`config.mk`:
```
export PLATFORM = sky130hd
export DESIGN_NAME = rps_match_ctrl_flat
export DESIGN_NICKNAME = d
export VERILOG_FILES = /design/src/rtl/rps_pkg.sv /design/src/rtl/rps_match_ctrl_if.sv /design/src/rtl/rps_judge.sv /design/src/rtl/rps_match_ctrl.sv /design/src/flat_wrapper.sv
export SDC_FILE = /design/constraint.sdc
export NUM_CORES = 1
export LEC_CHECK = 0
export BUFFER_PORTS_ARGS = -buffer_cell sky130_fd_sc_hd__buf_2
export CAP_MARGIN = 20
export CORE_MARGIN = 2
export CORE_UTILIZATION = 45
export CTS_BUF_LIST = sky130_fd_sc_hd__clkbuf_4
export CTS_CLUSTER_DIAMETER = 120
export DETAILED_ROUTE_END_ITERATION = 12
export GPL_ROUTABILITY_DRIVEN = 0
export HOLD_SLACK_MARGIN = 0.15
export PLACE_DENSITY_LB_ADDON = 0.05
export SLEW_MARGIN = 40
export SYNTH_ARGS = -nofsm -noshare
export SYNTH_HDL_FRONTEND = slang
export SYNTH_SLANG_ARGS = --single-unit
```
`constraint.sdc`:
```
create_clock -name clk -period 3.1 [get_ports clk]
set_clock_uncertainty 0.15 [all_clocks]
set_input_delay 0.465 -clock clk [delete_from_list [all_inputs] [get_ports clk]]
set_output_delay 0.465 -clock clk [all_outputs]
set_load 0.05 [all_outputs]
```
`src/rtl/rps_pkg.sv`:
```
// Shared move, result and state encodings for the stone-paper-scissors match controller.
package rps_pkg;

    localparam int unsigned MOVE_W = 2;
    localparam int unsigned RES_W  = 2;

    typedef enum logic [MOVE_W-1:0] {
        MV_STONE    = 2'b00,
        MV_PAPER    = 2'b01,
        MV_SCISSORS = 2'b10,
        MV_INVALID  = 2'b11
    } move_e;

    typedef enum logic [RES_W-1:0] {
        RES_TIE     = 2'b00,
        RES_P1      = 2'b01,
        RES_P2      = 2'b10,
        RES_INVALID = 2'b11
    } res_e;

    typedef enum logic [2:0] {
        IDLE    = 3'd0,
        COLLECT = 3'd1,
        JUDGE   = 3'd2,
        REPORT  = 3'd3,
        DONE    = 3'd4
    } state_e;

endpackage

```
`src/rtl/rps_match_ctrl_if.sv`:
```
// Player move handshakes: players drive valid/move, the controller drives ready.
interface rps_match_ctrl_if;
    import rps_pkg::*;

    logic              p1_valid;
    logic [MOVE_W-1:0] p1_move;
    logic              p1_ready;
    logic              p2_valid;
    logic [MOVE_W-1:0] p2_move;
    logic              p2_ready;

    modport master (
        output p1_valid, p1_move, p2_valid, p2_move,
        input  p1_ready, p2_ready
    );

    modport slave (
        input  p1_valid, p1_move, p2_valid, p2_move,
        output p1_ready, p2_ready
    );

endinterface

```
`src/rtl/rps_judge.sv`:
```
// Combinational round judge: two moves in, tie / P1 / P2 / invalid out.
module rps_judge
    import rps_pkg::*;
(
    input  move_e p1_move,
    input  move_e p2_move,
    output res_e  result
);

    always_comb begin
        result = RES_TIE;
        if (p1_move == MV_INVALID || p2_move == MV_INVALID) begin
            result = RES_INVALID;
        end else if (p1_move == p2_move) begin
            result = RES_TIE;
        end else if ((p1_move == MV_PAPER    && p2_move == MV_STONE)    ||
                     (p1_move == MV_STONE    && p2_move == MV_SCISSORS) ||
                     (p1_move == MV_SCISSORS && p2_move == MV_PAPER)) begin
            result = RES_P1;
        end else begin
            result = RES_P2;
        end
    end

endmodule

```
`src/rtl/rps_match_ctrl.sv`:
```
// Match controller: collects one move per player per round, handles timeout forfeits,
// judges rounds, keeps scores and ends the match at WIN_TARGET round wins.
module rps_match_ctrl
    import rps_pkg::*;
#(
    parameter int unsigned WIN_TARGET  = 2,
    parameter int unsigned TIMEOUT_CYC = 255,
    parameter int unsigned SCORE_W     = 4
) (
    input  logic               clk,
    input  logic               rst,
    input  logic               start,
    rps_match_ctrl_if.slave    plr,
    output logic               round_valid,
    output logic [RES_W-1:0]   round_result,
    output logic [SCORE_W-1:0] p1_score,
    output logic [SCORE_W-1:0] p2_score,
    output logic               busy,
    output logic               match_done,
    output logic [1:0]         match_winner
);

    localparam int unsigned        TMR_W     = (TIMEOUT_CYC > 1) ? $clog2(TIMEOUT_CYC) : 1;
    localparam logic [TMR_W-1:0]   TMR_LAST  = TMR_W'(TIMEOUT_CYC - 1);
    localparam logic [SCORE_W-1:0] SCORE_WIN = SCORE_W'(WIN_TARGET);

    state_e           state;
    logic [TMR_W-1:0] timer;
    logic             cap1;
    logic             cap2;
    move_e            mv1;
    move_e            mv2;
    logic             p1_ready_q;
    logic             p2_ready_q;
    res_e             judge_res_c;

    logic take1_c;
    logic take2_c;
    logic got1_c;
    logic got2_c;

    // A capture in the current cycle counts toward "both moves in" on the same edge.
    assign take1_c = plr.p1_valid & p1_ready_q;
    assign take2_c = plr.p2_valid & p2_ready_q;
    assign got1_c  = cap1 | take1_c;
    assign got2_c  = cap2 | take2_c;

    assign plr.p1_ready = p1_ready_q;
    assign plr.p2_ready = p2_ready_q;

    rps_judge u_judge (
        .p1_move (mv1),
        .p2_move (mv2),
        .result  (judge_res_c)
    );

    always_ff @(posedge clk) begin
        if (rst) begin
            state        <= IDLE;
            timer        <= '0;
            cap1         <= 1'b0;
            cap2         <= 1'b0;
            mv1          <= MV_STONE;
            mv2          <= MV_STONE;
            p1_ready_q   <= 1'b0;
            p2_ready_q   <= 1'b0;
            round_valid  <= 1'b0;
            round_result <= '0;
            p1_score     <= '0;
            p2_score     <= '0;
            busy         <= 1'b0;
            match_done   <= 1'b0;
            match_winner <= '0;
        end else begin
            case (state)
                IDLE, DONE: begin
                    if (start) begin
                        state        <= COLLECT;
                        timer        <= '0;
                        cap1         <= 1'b0;
                        cap2         <= 1'b0;
                        p1_ready_q   <= 1'b1;
                        p2_ready_q   <= 1'b1;
                        round_result <= '0;
                        p1_score     <= '0;
                        p2_score     <= '0;
                        busy         <= 1'b1;
                        match_done   <= 1'b0;
                        match_winner <= '0;
                    end
                end

                COLLECT: begin
                    if (take1_c) begin
                        mv1  <= move_e'(plr.p1_move);
                        cap1 <= 1'b1;
                    end
                    if (take2_c) begin
                        mv2  <= move_e'(plr.p2_move);
                        cap2 <= 1'b1;
                    end
                    if ((got1_c && got2_c) || timer == TMR_LAST) begin
                        state      <= JUDGE;
                        p1_ready_q <= 1'b0;
                        p2_ready_q <= 1'b0;
                    end else begin
                        timer      <= timer + 1'b1;
                        p1_ready_q <= ~got1_c;
                        p2_ready_q <= ~got2_c;
                    end
                end

                // Forfeit outranks an invalid move; an invalid round leaves scores alone.
                JUDGE: begin
                    state       <= REPORT;
                    round_valid <= 1'b1;
                    if (cap1 && !cap2) begin
                        round_result <= RES_P1;
                        p1_score     <= p1_score + 1'b1;
                    end else if (!cap1 && cap2) begin
                        round_result <= RES_P2;
                        p2_score     <= p2_score + 1'b1;
                    end else if (!cap1 && !cap2) begin
                        round_result <= RES_TIE;
                    end else begin
                        round_result <= judge_res_c;
                        if (judge_res_c == RES_P1) p1_score <= p1_score + 1'b1;
                        if (judge_res_c == RES_P2) p2_score <= p2_score + 1'b1;
                    end
                end

                REPORT: begin
                    round_valid <= 1'b0;
                    if (p1_score == SCORE_WIN || p2_score == SCORE_WIN) begin
                        state        <= DONE;
                        busy         <= 1'b0;
                        match_done   <= 1'b1;
                        match_winner <= (p1_score == SCORE_WIN) ? 2'b01 : 2'b10;
                    end else begin
                        state      <= COLLECT;
                        timer      <= '0;
                        cap1       <= 1'b0;
                        cap2       <= 1'b0;
                        p1_ready_q <= 1'b1;
                        p2_ready_q <= 1'b1;
                    end
                end

                default: state <= IDLE;
            endcase
        end
    end

endmodule

```
`src/flat_wrapper.sv`:
```
// flat-port wrapper written by rule: the top's interface ports become plain ports
module rps_match_ctrl_flat import rps_pkg::*;
#(
    parameter int unsigned WIN_TARGET  = 2,
    parameter int unsigned TIMEOUT_CYC = 255,
    parameter int unsigned SCORE_W     = 4
)
  (clk, rst, start, round_valid, round_result, p1_score, p2_score, busy, match_done, match_winner, plr_p1_valid, plr_p1_move, plr_p2_valid, plr_p2_move, plr_p1_ready, plr_p2_ready);
  rps_match_ctrl_if plr_i ();
  input  logic clk;
  input  logic rst;
  input  logic start;
  output logic round_valid;
  output logic [RES_W-1:0] round_result;
  output logic [SCORE_W-1:0] p1_score;
  output logic [SCORE_W-1:0] p2_score;
  output logic busy;
  output logic match_done;
  output logic [1:0] match_winner;
  input wire logic [$bits(plr_i.p1_valid)-1:0] plr_p1_valid;
  input wire logic [$bits(plr_i.p1_move)-1:0] plr_p1_move;
  input wire logic [$bits(plr_i.p2_valid)-1:0] plr_p2_valid;
  input wire logic [$bits(plr_i.p2_move)-1:0] plr_p2_move;
  output wire logic [$bits(plr_i.p1_ready)-1:0] plr_p1_ready;
  output wire logic [$bits(plr_i.p2_ready)-1:0] plr_p2_ready;
  assign plr_i.p1_valid = plr_p1_valid;
  assign plr_i.p1_move = plr_p1_move;
  assign plr_i.p2_valid = plr_p2_valid;
  assign plr_i.p2_move = plr_p2_move;
  assign plr_p1_ready = plr_i.p1_ready;
  assign plr_p2_ready = plr_i.p2_ready;
  rps_match_ctrl #(.WIN_TARGET(WIN_TARGET), .TIMEOUT_CYC(TIMEOUT_CYC), .SCORE_W(SCORE_W)) u_core (.clk(clk), .rst(rst), .start(start), .plr(plr_i), .round_valid(round_valid), .round_result(round_result), .p1_score(p1_score), .p2_score(p2_score), .busy(busy), .match_done(match_done), .match_winner(match_winner));
endmodule
```
Word level (Yosys, flattened, before mapping)
Index checks and enable logic that the tools add are counted.
{"block": "op_classes", "n_bitwise": 6, "n_mux": 47, "reduce_logical": 33, "n_addsub": 3, "eq_ne": 29}
{"operator": "4-bit 2-to-1 mux", "count": 9}
{"operator": "8-bit 2-to-1 mux", "count": 3}
{"operator": "8-bit one-hot mux with 3 select lines", "count": 1}
{"operator": "2-bit 2-to-1 mux", "count": 9}
{"operator": "4-bit one-hot mux with 2 select lines", "count": 2}
{"operator": "1-bit one-hot mux with 3 select lines", "count": 4}
{"operator": "3-bit one-hot mux with 4 select lines", "count": 1}
{"operator": "4-bit AND reduction", "count": 3}
{"operator": "2-bit equality test, second input constant", "count": 5}
{"operator": "1-bit 2-to-1 mux", "count": 10}
{"operator": "5-bit AND reduction", "count": 2}
{"operator": "3-bit 2-to-1 mux", "count": 3}
{"operator": "3-bit by 2-bit inequality test with 1-bit output, second input constant", "count": 3}
{"operator": "4-bit by 1-bit adder with 4-bit output, second input constant", "count": 2}
{"operator": "8-bit by 1-bit adder with 8-bit output, second input constant", "count": 1}
{"operator": "4-bit by 2-bit equality test with 1-bit output, second input constant", "count": 2}
{"operator": "8-bit equality test, second input constant", "count": 1}
{"operator": "2-bit by 1-bit inequality test with 1-bit output, second input constant", "count": 4}
{"operator": "2-bit inequality test, second input constant", "count": 4}
{"operator": "2-bit one-hot mux with 2 select lines", "count": 2}
{"operator": "2-bit AND reduction", "count": 4}
{"operator": "1-bit logical AND", "count": 7}
{"operator": "2-bit by 1-bit equality test with 1-bit output, second input constant", "count": 3}
{"operator": "3-bit by 2-bit equality test with 1-bit output, second input constant", "count": 2}
{"operator": "other kinds (16)", "count": 31}
{"block": "totals", "output_inout_bits": 17, "in_bits": 9, "register_bits": 34, "wordCells": 133}

Depth between registers and ports, before layout
Gate-level depths: netlist (run 1).
{"block": "logic_depth", "depth_word": 13, "ltp_mapped": 7, "ltp_nobuf": 7}

Cells and area by module
A second synthesis (run 1) with hierarchy kept.
{"block": "unflattened", "cells_unflattened": 208, "hier_area_um2": 1789.2}
{"module": "rps_match_ctrl", "instances": 1, "seq_area_each_um2": 680.7, "area_per_inst_um2": 1701.6, "cells_each": 198}
{"module": "rps_judge", "instances": 1, "seq_area_each_um2": 0.0, "area_per_inst_um2": 87.6, "cells_each": 10}

Least setup slack after synthesis (run 1)
No wires, ideal clock.
{"block": "synth_path", "path_kind": "flip-flop to flip-flop", "start": "register u_core.p1_score[0]", "end": "register u_core.timer[7]", "setup_ns": 0.070, "path_slack_ns": 0.632, "path_stages_with_launch": 8, "arrival_time_ns": 2.248, "path_buffers": 0, "required_time_ns": 2.880, "period_less_slack_ns": 2.468, "cell_sequence": "dfxtp_1 -> inv_1 -> ha_1 -> nor3b_1 -> o21ai_1 -> o2111ai_4 -> or4_1 -> a21oi_1"}
{"block": "synth_via", "elab_chain_len": 4}
{"element": "start, declared", "line": "rps_match_ctrl.sv:16", "text": "output logic [SCORE_W-1:0] p1_score,"}
{"element": "start signal, assigned", "line": "rps_match_ctrl.sv:119", "text": "p1_score <= p1_score + 1'b1;"}
{"element": "start signal, assigned", "line": "rps_match_ctrl.sv:127", "text": "if (judge_res_c == RES_P1) p1_score <= p1_score + 1'b1;"}
{"element": "4-bit by 2-bit equality test with 1-bit output", "line": "rps_match_ctrl.sv:134", "text": "if (p1_score == SCORE_WIN || p2_score == SCORE_WIN) begin"}
{"element": "1-bit logical OR", "line": "rps_match_ctrl.sv:134"}
{"element": "2-bit inequality test (no source line)"}
{"element": "4-bit AND reduction (no source line)"}
{"element": "end signal, assigned", "line": "rps_match_ctrl.sv:107", "text": "timer <= timer + 1'b1;"}
{"element": "end, declared", "line": "rps_match_ctrl.sv:28", "text": "logic [TMR_W-1:0] timer;"}
Every way passes these cells.
A chain may end at the register's enable or synchronous reset.

Worst setup path in the final report (run 1)
Ends and elaborated chain as after synthesis.

==> out/results.txt, run 1 <==
Run status = completed
Warnings, synthesis = 0
Cell Pwr Density = 687 nW/um2
Period utilization = 0.726
Tot GR Track Use = 0.193
Worst setup EP type = flop
Internal power = 751 uW
Avg Vias per Cell = 5.71
Clock transition at path regs = 0.10 ns
Die W = 65.8 um
Worst Hold Margin = 0.215 ns
Worst Setup Start Kind = flop
Post-CTS Setup Repair Bufs = 0
Initial drt markers = 89
Setup TNS = 0 ns
Placeable Area = 3660 um2
Finish-stage setup viols = 0
Port Buffers = 25
First-pass GRT wire length = 6.51 mm
DRT Pass-1 Iters = 4
Register Area = 681 um2
Clock buffer depth = 2
Syn-to-layout area delta = 11.8%
DR DRC count = 0
Mapped cell area = 1720 um2
Area share of the largest cell type after synthesis = 0.397
Initial antenna violation count = 0
Sw frac = 0.431
Tightest Pin Transition = 0.645 ns
CTS H-tree depth = 2
F_max = 445 MHz
Max cap viols = 0
Cell count after synthesis = 208
Largest cells by area after synthesis = dfxtp_1 40%, a21oi_1 7.6%, ha_1 4.4%
Number of top-level pins = 26
Share of cells above drive strength 1 = 0.172
Min Tclk post-route = 2.25 ns
Largest net degree at the start of global routing = 27
Fill cells = 350
Asr flop ratio synth = 0
N_diodes = 0
CP max FO = 8
Sequential power share = 0.438
Final #Nets = 247
Setup CP Type = flop to flop
CTS sink count = 34
Hold-fix buffers, CTS = 0
Max-slew headroom = 0.569
HP Class = input port to flop
Clk network pwr share = 0.181
Root Buffer = clkbuf_4
TritonCTS Buffers = 5
Die Y = 65.8 um
Most frequent cell after synthesis = dfxtp_1
Area leader, netlist = dfxtp_1
Mean routed wirelength per cell = 13.6 um
Number of core rows = 22
Sequential fraction of the synthesis area = 0.397
Total congestion overflow = 0
Leakage = 0.000700 uW
CTS resizes = 0
Total power = 1320 uW
Max-slew violation count = 0
Hpwl dp = 2.83 mm
Final ANT Viol Nets = 0
Post-synth top cells = 34 x dfxtp_1, 26 x a21oi_1, 19 x nor2_1
Overall routed net length = 3.81 mm
Data required time of the worst path = 3.21 ns
Area taken by multi-input logic gates = 967 um2
Syn avg cell area = 8.25 um2
Worst-Skew Late Latency = 0.33 ns
Arr. time, crit path = 2.36 ns
Top_reg_cell synth = dfxtp_1
Final Hold Vio Count = 0
Comb pwr share = 0.381
RSZ-0062 raised after global routing = no
Starting density of the core = 0.469
Post-synth EDFFs = 0
VDD IR-drop max = 0.358 mV
DIE AREA = 4330 um2
Netlist cell types = 42
Switching Power = 569 uW
Synthesized net count = 223
Vias after detailed routing = 1600
Vias in the first global route = 1488
CTS tree = done
Yosys reg bits = 34
state kept, by name, indices dropped and copies added, names as in the netlist:
register,count
u_core.plr.p1_ready,1
u_core.timer,8
u_core.match_done,1
u_core.mv2,2
u_core.round_result,2
u_core.state,3
u_core.busy,1
u_core.p1_score,4
u_core.cap1,1
u_core.cap2,1
u_core.mv1,2
u_core.plr.p2_ready,1
u_core.p2_score,4
u_core.round_valid,1
u_core.match_winner,2
worst max-delay path: stages, from the launching register on:
cell and delay [ns]:
dfxtp_1 0.38, inv_1 0.09, ha_1 0.19, nor3b_1 0.19, o21ai_1 0.32, o2111ai_4 0.21, or4_1 0.50, a21oi_1 0.15
final cells by class:
type | count | area share
Clock buffer | 7 | 0.0274
Tap cell | 48 | 0.0313
Multi-Input combinational cell | 157 | 0.504
Sequential cell | 34 | 0.355
Inverter | 9 | 0.0176
Timing Repair Buffer | 25 | 0.0652
stage by stage:
stage / area, um2 / utilization / instances / setup slack [ns]
floorplan: 1720 / - / 208 / 0.632
global placement: 1870 / 0.510 / 273 / 0.973
detailed placement: 1870 / 0.510 / 273 / 0.890
CTS: 1920 / 0.524 / 280 / 0.869
global route: 1920 / 0.524 / 280 / 0.658
finish: 1920 / 0.524 / 280 / 0.851
final timing paths:
check        slack (ns)                      to  depth (start not counted)                    from
min reg2reg        0.31  u_core.round_result[1]                          2  u_core.round_result[1]
max reg2reg        0.85         u_core.timer[7]                          7      u_core.p1_score[0]
min                0.22           u_core.mv1[1]                          3          plr_p1_move[1]
max                0.85         u_core.timer[7]                          7      u_core.p1_score[0]
power groups by stage:
stage / registers [uW] / logic, uW / clock network, uW
floorplan: 635 / 332 / 0
global placement: 584 / 490 / 0
detailed placement: 587 / 500 / 0
CTS: 576 / 504 / 246
global route: 591 / 554 / 269
finish: 579 / 503 / 238
placed cells by master, fill, tap and decap left out, types with 3 or more instances in the layout:
| cell type | count |
|---|---|
| a21oi_1 | 26 |
| a31oi_1 | 6 |
| buf_2 | 25 |
| clkbuf_4 | 7 |
| dfxtp_1 | 34 |
| ha_1 | 6 |
| inv_1 | 9 |
| nand2_1 | 18 |
| nand2b_1 | 3 |
| nand3_1 | 9 |
| nor2_1 | 19 |
| nor3_1 | 4 |
| o211ai_1 | 4 |
| o21ai_0 | 12 |
| o31ai_1 | 3 |
| or3_1 | 8 |
| or4_1 | 5 |
| xnor2_1 | 4 |
metal layers:
metal	wire length (um)	GRT usage	part of all wire	up-vias
met5	0	0	0	-
met4	44	0.0599	0.012	0
met3	212	0.0599	0.056	6
met2	1790	0.330	0.47	52
met1	1760	0.230	0.46	738
li1	-	-	-	804
kinds of logic after synthesis:
logic type | Yosys count | share of synthesized area
fa+ha+maj | 6 | 0.0437
mux | 3 | 0.0189
xor+xnor | 5 | 0.0255
flops | 34 | 0.396
compound gates | 63 | 0.233
simple gates | 80 | 0.242
buf+inv | 17 | 0.0401
No activity file was read; power rests on OpenSTA's default activity.
==> run 2: changes to the inputs <==
clock period = 2.1 ns   (was 3.1 ns; I/O delays follow)
==> run 2 against run 1 <==
  * Non-clock buffer count rose by 14
  * Global-route usage up 0.97 points
  * Critical path type unchanged
  * Routed wire length grew 1.7%
  * Power increased by 54%
  * Clock power rose by 51%
  * Final cell count is 5.4% higher
==> out/results.txt, run 2 (synthesized netlist as in run 1, its figures left out) <==
Hold Startpoint = rst
Final Hold Vio Count = 0
Total congestion overflow = 0
Final #Nets = 261
Final ANT Viol Nets = 0
Initial antenna violation count = 0
Flop-to-flop setup slack = 0.11 ns
Initial drt markers = 62
Starting density of the core = 0.469
RSZ-0062 raised after global routing = no
TritonCTS Buffers = 5
Max cap viols = 0
CP max FO = 8
Most common cell after layout, fill and taps aside = dfxtp_1
Avg Vias per Cell = 5.59
Cell Pwr Density = 981 nW/um2
Hpwl dp = 2.83 mm
Leakage = 0.000778 uW
F_max = 503 MHz
Largest registers = u_core.timer (8), u_core.p1_score (4), u_core.p2_score (4)
Port Buffers = 25
DR DRC count = 0
Setup TNS = 0 ns
Register Area = 691 um2
Setup WS pre-CTS = 0.00862 ns
R2r worst-path depth = 7
Overall routed net length = 3.87 mm
Setup CP Type = flop to flop
Share of cells above drive strength 1 = 0.235
CTS H-tree depth = 2
RR Startpoint = u_core.p1_score[0]
Clock buffer depth = 2
Mean routed wirelength per cell = 13.1 um
Run status = completed
CTS sink count = 34
DRT Pass-1 Iters = 4
Worst setup EP type = flop
Most frequent cells in the layout = 30 x dfxtp_1, 25 x buf_2, 24 x a21oi_1, 19 x nor2_1, 18 x nand2_1
Critical R2R Capture = u_core.timer[7]
Die Y = 65.8 um
Clock transition at path regs = 0.10 ns
Data required time of the worst path = 2.23 ns
Worst-Skew Late Latency = 0.35 ns
Worst Setup Start Kind = flop
Die W = 65.8 um
Placeable Area = 3660 um2
Syn-to-layout area delta = 20.9%
DIE AREA = 4330 um2
Root Buffer = clkbuf_4
Number of core rows = 22
Min Tclk post-route = 1.99 ns
Finish-stage setup viols = 0
Hold path endpoint = u_core.p1_score[1]
Largest Register = u_core.timer
Max reg flops = 8
Max-slew violation count = 0
Tot GR Track Use = 0.203
N_diodes = 0
Setup WS post-layout = 0.111 ns
HP Class = input port to flop
Period utilization = 0.947
Arr. time, crit path = 2.12 ns
Vias after detailed routing = 1649
First-pass GRT wire length = 6.69 mm
Fill cells = 353
CTS tree = done
Area taken by multi-input logic gates = 990 um2
Number of top-level pins = 26
Tightest Pin Transition = 0.482 ns
Max-slew headroom = 0.677
VDD IR-drop max = 0.468 mV
Largest net degree at the start of global routing = 27
Hold depth = 2
Vias in the first global route = 1530
## run 2: critical path, cell delays in order (launching register included)
cell and delay (ns):
dfxtp_4 0.37, inv_2 0.04, ha_1 0.18, nor3b_2 0.19, o21ai_2 0.24, o2111ai_4 0.19
or4_1 0.43, a21oi_1 0.14
## run 2: per-stage QoR
stage	cells	instance area [um2]	utilization	total power, uW	hold slack, ns
4_1_cts	292	2040	0.557	2040	0.238
6_report	295	2080	0.567	2040	0.250
3_3_place_gp	277	1910	0.521	1650	0.288
3_5_place_dp	277	1910	0.521	1660	0.293
5_1_grt	295	2080	0.567	2190	0.270
2_1_floorplan	208	1730	-	1430	0.301
## run 2: layer usage
metal | vias up | global-route usage | share of wire
li1 | 830 | - | -
met1 | 785 | 0.248 | 0.46
met2 | 27 | 0.337 | 0.49
met3 | 7 | 0.0411 | 0.033
met4 | 0 | 0.102 | 0.022
met5 | - | 0 | 0
## run 2: worst max-delay path by stage
stage | start | end | slack, ns | cells after the start
after floorplan | u_core.p2_score[0] | u_core.timer[7] | 0.04 | 7
after global placement | u_core.p2_score[0] | u_core.timer[7] | 0.08 | 7
after detailed placement | u_core.p1_score[0] | u_core.timer[3] | 0.009 | 7
after CTS | plr_p2_valid | u_core.timer[7] | 0.04 | 7
after global routing | u_core.p2_score[0] | u_core.timer[5] | 0.0009 | 7
final | u_core.p1_score[0] | u_core.timer[7] | 0.11 | 7
## run 2: timing repair
action | in CTS | in global routing
hold buffers | 7 | 0
setup endpoints to repair | 2 | 6
pin swaps | 0 | 5
hold endpoints to repair | 7 | 0
buffers inserted | 0 | 3
gates cloned | 0 | 0
gates resized for setup | 2 | 4
## run 2: area by class of cell
cell class                      count  area share
Multi-Input combinational cell    157       0.477
Sequential cell                    34       0.333
Timing Repair Buffer               39       0.119
Tap cell                           48      0.0289
Clock buffer                        6      0.0217
Inverter                            9      0.0163
Clock inverter                      2     0.00422
## run 2: report_power, final
part           leakage (uW)  total [uW]  internal [uW]  switching (uW)
registers          0.000278         834            728             106
clock network     0.0000331         359            138             220
logic              0.000467         842            297             546
==> run 3: changes to the inputs <==
CORE_UTILIZATION = 59   (was 45)
SYNTH_HIERARCHICAL = 1   (was not set)
==> run 3 against run 2 <==
  * Sequential share of layout area shrank 0.71 points
  * Clock-buffer cell count down 1
  * Sequential power down 19%
  * Final area up 1.8%
  * Final cell count fell by 6.4%
  * Via count is 5.7% higher
  * Combinational power decreased by 79%
  * Clock power shrank 6.1%
  * Synthesized area rose by 4.2%
==> out/results.txt, run 3 <==
Run status = completed
F_max = 499 MHz
Most frequent cells in the layout = 29 x nor2_1, 28 x dfxtp_1, 25 x buf_2, 23 x a21oi_1
Vias after detailed routing = 1743
Largest Register = u_core/timer
Period utilization = 0.953
Largest net degree at the start of global routing = 21
Worst path depth = 8
Die W = 59.1 um
Top_reg_cell synth = dfxtp_1
Finished Cell Area = 2110 um2
Cell Pwr Density = 562 nW/um2
Flop-to-flop setup slack = 0.1 ns
Area leader, netlist = dfxtp_1
Max-slew headroom = 0.650
Hpwl dp = 2.94 mm
Area share of the largest cell type after synthesis = 0.380
Worst path top cell family by delay = compound AO/OA/AOI/OAI gates
Starting density of the core = 0.632
Syn avg cell area = 8.60 um2
DRT Pass-1 Iters = 4
Avg Vias per Cell = 6.32
Initial drt markers = 121
Sequential fraction of the synthesis area = 0.380
DIE AREA = 3490 um2
Number of top-level pins = 26
Data required time of the worst path = 2.22 ns
Setup CP Type = flop to flop
Post-synth EDFFs = 0
N_diodes = 0
TritonCTS Buffers = 5
Critical path's slowest cell = a211o_1
Placeable Area = 2830 um2
Worst setup EP type = flop
R2r worst-path depth = 8
Cell count after synthesis = 208
Tightest Pin Transition = 0.521 ns
First-pass GRT wire length = 6.88 mm
Overall routed net length = 4.18 mm
Port Buffers = 25
Min Tclk post-route = 2.00 ns
Clock buffer depth = 2
Clock transition at path regs = 0.11 ns
Syn-to-layout area delta = 18.1%
Mean routed wirelength per cell = 15.1 um
Hold depth = 3
Warnings, synthesis = 6
Worst-Skew Late Latency = 0.33 ns
Arr. time, crit path = 2.12 ns
Leakage = 0.000873 uW
Critical R2R Capture = u_core/timer[1]
Setup WS post-layout = 0.0980 ns
Cell Area, Placed = 1950 um2
Max reg flops = 8
Most frequent cell after synthesis = dfxtp_1
CTS sink count = 34
CP max FO = 7
Vias in the first global route = 1584
Share of cells above drive strength 1 = 0.253
Final Hold Vio Count = 0
Setup WS pre-CTS = 0.00127 ns
Yosys reg bits = 34
Most common cell after layout, fill and taps aside = nor2_1
Final #Nets = 260
Die Y = 59.1 um
Root Buffer = clkbuf_4
Synthesized net count = 223
CTS tree = done
Final ANT Viol Nets = 0
Finish-stage setup viols = 0
RR Startpoint = u_core/p1_score[0]
HP Class = input port to flop
Tot GR Track Use = 0.259
VDD IR-drop max = 0.428 mV
Worst-path cell chain = inv_1, ha_1, nor3b_2, a21oi_2, a211o_1, buf_4, a21boi_1, o21ba_1
Post-synth top cells = 34 x dfxtp_1, 30 x nor2_1, 24 x a21oi_1
Largest registers = u_core/timer (8), u_core/p1_score (4), u_core/p2_score (4)
Netlist cell types = 46
Worst setup path endpoint = u_core/timer[1]
Number of core rows = 19
Slowest stage delay, CP = 0.39 ns
Worst Setup Start Kind = flop
Max-slew violation count = 0
Worst path bufs/invs = 2
Largest cells by area after synthesis = dfxtp_1 38%, a21oi_1 6.7%, nor2_1 6.3%
Critical path origin = u_core/p1_score[0]
CTS H-tree depth = 2
Asr flop ratio synth = 0
Mapped cell area = 1790 um2
Worst Hold Margin = 0.186 ns
DR DRC count = 0
Max cap viols = 0
Total congestion overflow = 0
Initial antenna violation count = 0
## run 3: cell count changes after synthesis, sizes merged, moves of 6 or more
| cell | change |
|---|---|
| a211oi | +6 |
| and3 | +8 |
| mux2i | +6 |
| nand2 | -12 |
| nor2 | +11 |
| o21ai | -6 |
| or3 | -6 |
## run 3: tightest hold or removal path, delay by kind of cell
family | cells | cell delay, ns
buffers and inverters | 1 | 0.09
and+or+nand+nor | 2 | 0.22
## run 3: logic make-up (layout without fill, tap and decap cells)
kind of cell             count (synthesis)  in the layout  synth area share
XOR/XNOR                                 1              1           0.00490
flip-flops                              34             34             0.380
adder cells (fa/ha/maj)                  6              6            0.0420
AO/OA/AOI/OAI                           59             59             0.221
AND/OR/NAND/NOR                         85             85             0.269
buffers and inverters                   16             53            0.0441
multiplexers                             7              7            0.0392
## run 3: cell type report
cell class | count | area, um2
timing repair buffer | 37 | 230
clock buffer | 5 | 37.5
tap | 31 | 38.8
multi-input combinational | 158 | 1070
inverter | 9 | 33.8
clock inverter | 2 | 10.0
fill | 214 | 716
sequential | 34 | 688
## run 3: per-layer routing
layer  wire length (um)  GRT usage  vias up  part of all wire
met5                  0          0        -                 0
met4                 57      0.107        0             0.014
met3                229     0.0633        6             0.055
met2               2070      0.440       76              0.49
met1               1820      0.311      826              0.44
li1                   -          -      835                 -
## run 3: timing repair
action | in CTS | in global routing
hold buffers | 6 | 0
gates resized for setup | 1 | 13
pin swaps | 0 | 1
endpoints found under the setup margin | 1 | 15
buffers inserted | 0 | 1
hold endpoints to repair | 6 | 0
## run 3: through the flow
stage / utilization / total power [uW] / TNS, ns / cells
final: 0.747 / 1190 / 0 / 276
after global routing: 0.747 / 1250 / -0.00837 / 276
after CTS: 0.728 / 1180 / 0 / 275
after detailed placement: 0.689 / 842 / 0 / 262
after global placement: 0.689 / 836 / 0 / 262
after floorplan: - / 798 / 0 / 208
## run 3: how the worst min path moves through the flow
stage	startpoint	end	slack, ns
2_1_floorplan	plr_p1_move[0]	u_core/mv1[0]	0.31
3_3_place_gp	u_core/round_valid	u_core/round_valid	0.31
3_5_place_dp	u_core/round_result[0]	u_core/round_result[0]	0.32
4_1_cts	start	u_core/state[2]	0.18
5_1_grt	start	u_core/state[0]	0.18
6_report	start	u_core/state[0]	0.19
## run 3: power breakdown
| part | leakage [uW] | switching [uW] | total (uW) | internal [uW] |
|---|---|---|---|---|
| clock | 0.0000308 | 216 | 337 | 120 |
| sequential | 0.000279 | 16.4 | 676 | 660 |
| combinational | 0.000563 | 107 | 175 | 67.7 |
| total | 0.000873 | 340 | 1190 | 848 |
